<file path="src/rtl/spike_dec_pkg.sv">
// Shared types and helpers for the spike rate decoder.
// Holds default widths, the accumulate FSM state type and the saturating increment.
package spike_dec_pkg;

    localparam int DEF_N_LANES = 8;
    localparam int DEF_CNT_W   = 8;
    localparam int DEF_WIN_W   = 8;

    typedef enum logic {
        IDLE,
        ACCUM
    } state_e;

    // count + spike, pinned at all-ones instead of wrapping
    function automatic logic [DEF_CNT_W-1:0] sat_inc(
        input logic [DEF_CNT_W-1:0] count,
        input logic                 spike
    );
        if (spike && (count != '1)) begin
            return count + 1'b1;
        end
        return count;
    endfunction

endpackage

</file>
<file path="src/rtl/spike_lane_counter.sv">
// One saturating per-lane spike counter with synchronous clear.
// Ports: clk, rst (async high), clear, en, spike; sat_count = count incl. this cycle's spike.
module spike_lane_counter
    import spike_dec_pkg::*;
#(
    parameter int CNT_W = DEF_CNT_W
) (
    input  logic             clk,
    input  logic             rst,
    input  logic             clear,
    input  logic             en,
    input  logic             spike,
    output logic [CNT_W-1:0] sat_count
);

    logic [CNT_W-1:0] count_q;
    logic [CNT_W-1:0] count_d;

    // sat_count is what the counter would hold after this cycle, so the
    // window-end cycle's own spike can be captured in the snapshot.
    if (CNT_W == DEF_CNT_W) begin : g_pkg_inc
        assign sat_count = sat_inc(count_q, spike);
    end else begin : g_gen_inc
        assign sat_count = (spike && (count_q != '1)) ? count_q + 1'b1 : count_q;
    end

    always_comb begin
        count_d = count_q;
        if (clear) begin
            count_d = '0;
        end else if (en) begin
            count_d = sat_count;
        end
    end

    always_ff @(posedge clk or posedge rst) begin
        if (rst) begin
            count_q <= '0;
        end else begin
            count_q <= count_d;
        end
    end

endmodule

</file>
<file path="src/rtl/spike_rate_decoder.sv">
// Counts spikes per lane over a programmable window, streams a snapshot lane by lane
// over valid/ready and reports the argmax lane. Ports: clk, rst, enable, window_len,
// spike_in, out_valid/out_ready/out_lane/out_count/out_last, win_valid/win_lane/win_count, overrun.
module spike_rate_decoder
    import spike_dec_pkg::*;
#(
    parameter  int N_LANES = DEF_N_LANES,
    parameter  int CNT_W   = DEF_CNT_W,
    parameter  int WIN_W   = DEF_WIN_W,
    localparam int LANE_W  = $clog2(N_LANES)
) (
    input  logic              clk,
    input  logic              rst,
    input  logic              enable,
    input  logic [WIN_W-1:0]  window_len,
    input  logic [N_LANES-1:0] spike_in,
    output logic              out_valid,
    input  logic              out_ready,
    output logic [LANE_W-1:0] out_lane,
    output logic [CNT_W-1:0]  out_count,
    output logic              out_last,
    output logic              win_valid,
    output logic [LANE_W-1:0] win_lane,
    output logic [CNT_W-1:0]  win_count,
    output logic              overrun
);

    localparam logic [LANE_W-1:0] LAST_LANE = LANE_W'(N_LANES - 1);

    state_e            state_q, state_d;
    logic [WIN_W-1:0]  len_q, len_d;
    logic [WIN_W-1:0]  cyc_q, cyc_d;
    logic              cnt_clr, cnt_en, win_end;

    logic [N_LANES-1:0][CNT_W-1:0] sat_all;
    logic [N_LANES-1:0][CNT_W-1:0] snap_q, snap_d;

    logic              busy_q, busy_d;
    logic [LANE_W-1:0] lane_q, lane_d;
    logic [LANE_W-1:0] best_lane_q, best_lane_d;
    logic [CNT_W-1:0]  best_cnt_q, best_cnt_d;
    logic [LANE_W-1:0] win_lane_q, win_lane_d;
    logic [CNT_W-1:0]  win_cnt_q, win_cnt_d;
    logic              win_valid_q, win_valid_d;
    logic              overrun_q, overrun_d;

    logic              xfer, last_xfer, capture, take;
    logic [CNT_W-1:0]  cur_cnt;
    logic [LANE_W-1:0] fb_lane;
    logic [CNT_W-1:0]  fb_cnt;

    for (genvar i = 0; i < N_LANES; i++) begin : g_lane
        spike_lane_counter #(
            .CNT_W(CNT_W)
        ) u_cnt (
            .clk      (clk),
            .rst      (rst),
            .clear    (cnt_clr),
            .en       (cnt_en),
            .spike    (spike_in[i]),
            .sat_count(sat_all[i])
        );
    end

    assign win_end = (state_q == ACCUM) && enable && (cyc_q == len_q - 1'b1);

    // Accumulate FSM: window end restarts counters in the same edge (no gap).
    always_comb begin
        state_d = state_q;
        len_d   = len_q;
        cyc_d   = cyc_q;
        cnt_clr = 1'b0;
        cnt_en  = 1'b0;
        unique case (state_q)
            IDLE: begin
                cnt_clr = 1'b1;
                if (enable && (window_len != '0)) begin
                    state_d = ACCUM;
                    len_d   = window_len;
                    cyc_d   = '0;
                end
            end
            ACCUM: begin
                if (!enable) begin
                    state_d = IDLE;
                    cnt_clr = 1'b1;
                    cyc_d   = '0;
                end else if (win_end) begin
                    cnt_clr = 1'b1;
                    cyc_d   = '0;
                    if (window_len == '0) begin
                        state_d = IDLE;
                    end else begin
                        len_d = window_len;
                    end
                end else begin
                    cnt_en = 1'b1;
                    cyc_d  = cyc_q + 1'b1;
                end
            end
            default: state_d = IDLE;
        endcase
    end

    // Drain: busy_q is still set on the out_last transfer edge, so a window
    // ending on that edge is dropped.
    assign xfer      = busy_q && out_ready;
    assign last_xfer = xfer && (lane_q == LAST_LANE);
    assign capture   = win_end && !busy_q;
    assign cur_cnt   = snap_q[lane_q];

    // Lane 0 seeds the running best; strict > keeps ties on the lower lane.
    assign take    = (lane_q == '0) || (cur_cnt > best_cnt_q);
    assign fb_lane = take ? lane_q : best_lane_q;
    assign fb_cnt  = take ? cur_cnt : best_cnt_q;

    always_comb begin
        busy_d      = busy_q;
        lane_d      = lane_q;
        snap_d      = snap_q;
        best_lane_d = best_lane_q;
        best_cnt_d  = best_cnt_q;
        win_lane_d  = win_lane_q;
        win_cnt_d   = win_cnt_q;
        win_valid_d = 1'b0;
        overrun_d   = overrun_q;
        if (capture) begin
            busy_d = 1'b1;
            lane_d = '0;
            snap_d = sat_all;
        end else if (xfer) begin
            best_lane_d = fb_lane;
            best_cnt_d  = fb_cnt;
            if (last_xfer) begin
                busy_d      = 1'b0;
                lane_d      = '0;
                win_lane_d  = fb_lane;
                win_cnt_d   = fb_cnt;
                win_valid_d = 1'b1;
            end else begin
                lane_d = lane_q + 1'b1;
            end
        end
        if (!enable) begin
            overrun_d = 1'b0;
        end else if (win_end && busy_q) begin
            overrun_d = 1'b1;
        end
    end

    always_ff @(posedge clk or posedge rst) begin
        if (rst) begin
            state_q     <= IDLE;
            len_q       <= '0;
            cyc_q       <= '0;
            snap_q      <= '0;
            busy_q      <= 1'b0;
            lane_q      <= '0;
            best_lane_q <= '0;
            best_cnt_q  <= '0;
            win_lane_q  <= '0;
            win_cnt_q   <= '0;
            win_valid_q <= 1'b0;
            overrun_q   <= 1'b0;
        end else begin
            state_q     <= state_d;
            len_q       <= len_d;
            cyc_q       <= cyc_d;
            snap_q      <= snap_d;
            busy_q      <= busy_d;
            lane_q      <= lane_d;
            best_lane_q <= best_lane_d;
            best_cnt_q  <= best_cnt_d;
            win_lane_q  <= win_lane_d;
            win_cnt_q   <= win_cnt_d;
            win_valid_q <= win_valid_d;
            overrun_q   <= overrun_d;
        end
    end

    assign out_valid = busy_q;
    assign out_lane  = lane_q;
    assign out_count = cur_cnt;
    assign out_last  = busy_q && (lane_q == LAST_LANE);
    assign win_valid = win_valid_q;
    assign win_lane  = win_lane_q;
    assign win_count = win_cnt_q;
    assign overrun   = overrun_q;

endmodule

</file>
<file path="config.mk">
export PLATFORM = sky130hd
export DESIGN_NAME = spike_rate_decoder
export DESIGN_NICKNAME = d
export VERILOG_FILES = /design/src/rtl/spike_dec_pkg.sv /design/src/rtl/spike_lane_counter.sv /design/src/rtl/spike_rate_decoder.sv
export SDC_FILE = /design/constraint.sdc
export NUM_CORES = 1
export LEC_CHECK = 0
export BUFFER_PORTS_ARGS = -buffer_cell sky130_fd_sc_hd__buf_4
export CORE_MARGIN = 5
export CORE_UTILIZATION = 66
export DETAILED_ROUTE_END_ITERATION = 10
export GPL_TIMING_DRIVEN = 0
export PLACE_DENSITY_LB_ADDON = 0.05
export SETUP_SLACK_MARGIN = 0.1
export SLEW_MARGIN = 40
export SYNTH_ARGS = -nofsm -noshare
export SYNTH_HDL_FRONTEND = slang
export SYNTH_SLANG_ARGS = --single-unit
</file>
<file path="constraint.sdc">
create_clock -name clk -period 19.8 [get_ports clk]
set_input_delay 4.95 -clock clk [delete_from_list [all_inputs] [get_ports clk]]
set_output_delay 4.95 -clock clk [all_outputs]
set_load 0.005 [all_outputs]
</file>
==> results by group <==
Min path
  • Worst Hold Class: reg -> reg

STA
  • Worst Tran Pin Value: 0.7969 ns
  • Final setup violation count: 0
  • Max Fclk: 127.4 MHz
  • Fin crit share: 39.65%
  • Tmin final: 7.850 ns
  • Final Skew: 0.008092 ns
  • Setup TNS: 0 ns
  • RSZ-0062 raised after global routing: no
  • Final hold violation count: 0
  • Pins Over Slew Limit: 0
  • Rel. slew slack: 46.31%

Cells and area
  • Seq. cell area: 4329 µm²
  • Filler Cell Count: 843
  • Nets@finish: 862
  • Commonest cells after routing, fill and taps aside: 173 x dfrtp_1, 68 x mux2_2, 53 x nand2_1
  • Area delta synth->final: 14.27%
  • Area of the multi-input gates: 4053 µm²
  • Ant. Diodes: 0
  • Fin area: 9902 µm²
  • Leading cell type in the layout, fill and taps excluded: dfrtp_1
  • Fraction of layout cells with a size suffix above 1: 21.70%

Setup path
  • R2R depth: 12
  • Worst-path fanout max: 10
  • Worst Setup SP: out_lane[1]$_DFFE_PP0P_
  • Critical Path RT: 14.85 ns
  • Worst Setup End Kind: output pin
  • Reg-to-reg endpoint: win_count[5]$_DFFE_PP0P_
  • Reg-to-Reg Start: out_lane[1]$_DFFE_PP0P_
  • Critical Path AT: 2.90 ns
  • Startpoint types: register
  • CP Class: reg -> out
  • Worst setup endpoint: out_count[7]
  • Worst R2R Setup Slack: 15.41 ns

Floorplanning
  • Die Y: 124.6 µm
  • Die ar.: 15520 µm²
  • Chip Width: 124.6 µm
  • Initial Utilization: 68.12%
  • Core area: 12720 µm²
  • I/O pin count: 46
  • Cell row count: 41

Power
  • Leak: 0.004720 µW
  • P per Cell Area: 99.04 nW/µm²
  • Max VDD drop: 0.06605 mV

Drt
  • First-pass detailed-route iteration total: 5
  • Number of remaining DRC errors: 0
  • Total Wirelength: 20.29 mm
  • Via count: 6226
  • Post-DR vias/cell: 6.189
  • Antenna-violating nets left: 0
  • WL/cell: 20.17 µm
  • Initial DRC count: 542

Yosys
  • Synthesized instance count: 755
  • Sequential-to-total area share from yosys stat: 49.96%
  • Number of flops mapped to enable cells by yosys: 0
  • Yosys warns: 0
  • Avg Cell Area, Syn: 11.48 µm²
  • Post-synthesis cell type count: 55
  • Synth top area cells: dfrtp_1 50%, mux2_2 8.8%, mux4_2 4.2%
  • Leading area contributor after synthesis: dfrtp_1
  • Mapped cell area: 8666 µm²
  • FFs w/ async S/R, synth: 100.0%
  • Syn nets: 796
  • Flops & latches, synth: 173
  • Post-synth top area share: 49.96%
  • Top FF cell, synth: dfrtp_1

GRT
  • Largest net degree at the start of global routing: 85
  • Tot GR Track Use: 27.08%
  • Vias in the first global route: 6379
  • First-pass GRT wire length: 33.42 mm
  • Grt ovf: 0
  • Met1 Use GR: 37.63%
  • Initial antenna violation count: 0
  • Met3 usage: 5.617%
  • GRT busiest layer: met2
  • Grt met2 use: 42.24%

Clock network
  • CTS tree: yes
  • Clock sink count: 173
  • Hold_buf cts: 0
  • Num CTS Buffers: 17
  • Clk buf depth: 2
  • Postcts setup bufs: 0
  • PostCTS Resize Cnt: 0
  • H-tree depth: 4
  • Clock transition at path regs: 0.07 ns
  • Worst-skew pair later-pin latency: 0.43 ns
  • Root buffer cell: clkbuf_16

Flow run
  • Max Cap Viol: 0

Run status
  • Run status: complete, no violations

Placed design
  • Hpwl dp: 14.45 mm
  • Port bufs: 45
  • Placer Congestion: 0.8417
  • Placed instance area: 9285 µm²
==> worst min path at each step <==
stage                      startpoint                      to  slack (ns)  cells after the start
2_1_floorplan  snap_q[48]$_DFFE_PP0N_  snap_q[48]$_DFFE_PP0N_        0.45                      1
3_3_place_gp   snap_q[43]$_DFFE_PP0N_  snap_q[43]$_DFFE_PP0N_        0.46                      1
3_5_place_dp   snap_q[44]$_DFFE_PP0N_  snap_q[44]$_DFFE_PP0N_        0.47                      1
4_1_cts        snap_q[44]$_DFFE_PP0N_  snap_q[44]$_DFFE_PP0N_        0.49                      1
5_1_grt        snap_q[44]$_DFFE_PP0N_  snap_q[44]$_DFFE_PP0N_        0.50                      1
6_report       snap_q[44]$_DFFE_PP0N_  snap_q[44]$_DFFE_PP0N_        0.48                      1
==> through the flow <==
step / power, µW / utilization, % / worst slack (ns) / hold slack [ns] / cells
global route: 1023 / 77.83 / 11.91 / 0.4999 / 1006
detailed placement: 627.6 / 72.98 / 12.31 / 0.4734 / 974
CTS: 980.2 / 77.82 / 11.84 / 0.4882 / 1006
floorplan: 560.5 / - / 10.16 / 0.4524 / 755
finish: 980.7 / 77.83 / 11.95 / 0.4818 / 1006
global placement: 615.3 / 72.46 / 8.516 / 0.4648 / 972
==> where the power goes <==
part           internal (µW)  switching [µW]  leakage [µW]
Clock                    213             138      0.000300
Combinational           90.4             133       0.00208
Sequential               381            24.5       0.00234
Total                    685             295       0.00472
==> per-layer routing <==
metal / share of wire, % / vias to the layer above
li1: - / 2806
met1: 44 / 3172
met2: 48 / 208
met3: 5.4 / 40
met4: 2.8 / 0
met5: 0 / -
==> sequential cells by signal, summed over array words and instances (netlist names) <==
register,flops
g_lane.u_cnt.count_q,64
overrun,1
len_q,8
out_valid,1
cyc_q,8
best_lane_q,3
win_count,8
out_lane,3
snap_q,64
win_lane,3
state_q,1
win_valid,1
best_cnt_q,8
==> final cells by class <==
type | count | share of cell area (%)
sequential | 173 | 43.72
multi-input combinational | 516 | 40.93
clock buffer | 20 | 4.511
timing repair buffer | 47 | 3.968
tap | 172 | 2.173
clock inverter | 12 | 1.706
buffer | 31 | 1.592
inverter | 35 | 1.403
==> worst max-delay path, cell delays in order (launching register included) <==
cell and delay (ns):
dfrtp_1 0.39, clkbuf_1 0.51, buf_1 0.54, mux4_2 0.39, nand2_1 0.08, o21ai_0 0.30
buf_4 0.26
==> Yosys cell counts, types with 9 or more instances <==
library cell    n
dfrtp_1       173
mux2_2         68
o21ai_0        21
mux4_2         16
xnor2_1        39
inv_1          35
nor2_1         32
nor2b_1        28
nor3_1         19
xor2_1         25
nand4_1        12
nand3_1        33
and3_1         37
a21oi_1        16
o31ai_1         9
clkbuf_1       20
nand2_1        53
ha_1           21
mux2_1         19
mux2i_1        10
==> logic make-up after synthesis <==
logic type               after synthesis  synth area share, %
adder cells (fa/ha/maj)               21                3.032
flip-flops                           173                49.96
multiplexers                         113                16.62
AO/OA/AOI/OAI                         80                6.079
XOR/XNOR                              64                6.468
AND/OR/NAND/NOR                      238                14.53
buffers and inverters                 66                3.321
(Power assumes the default switching activity.)
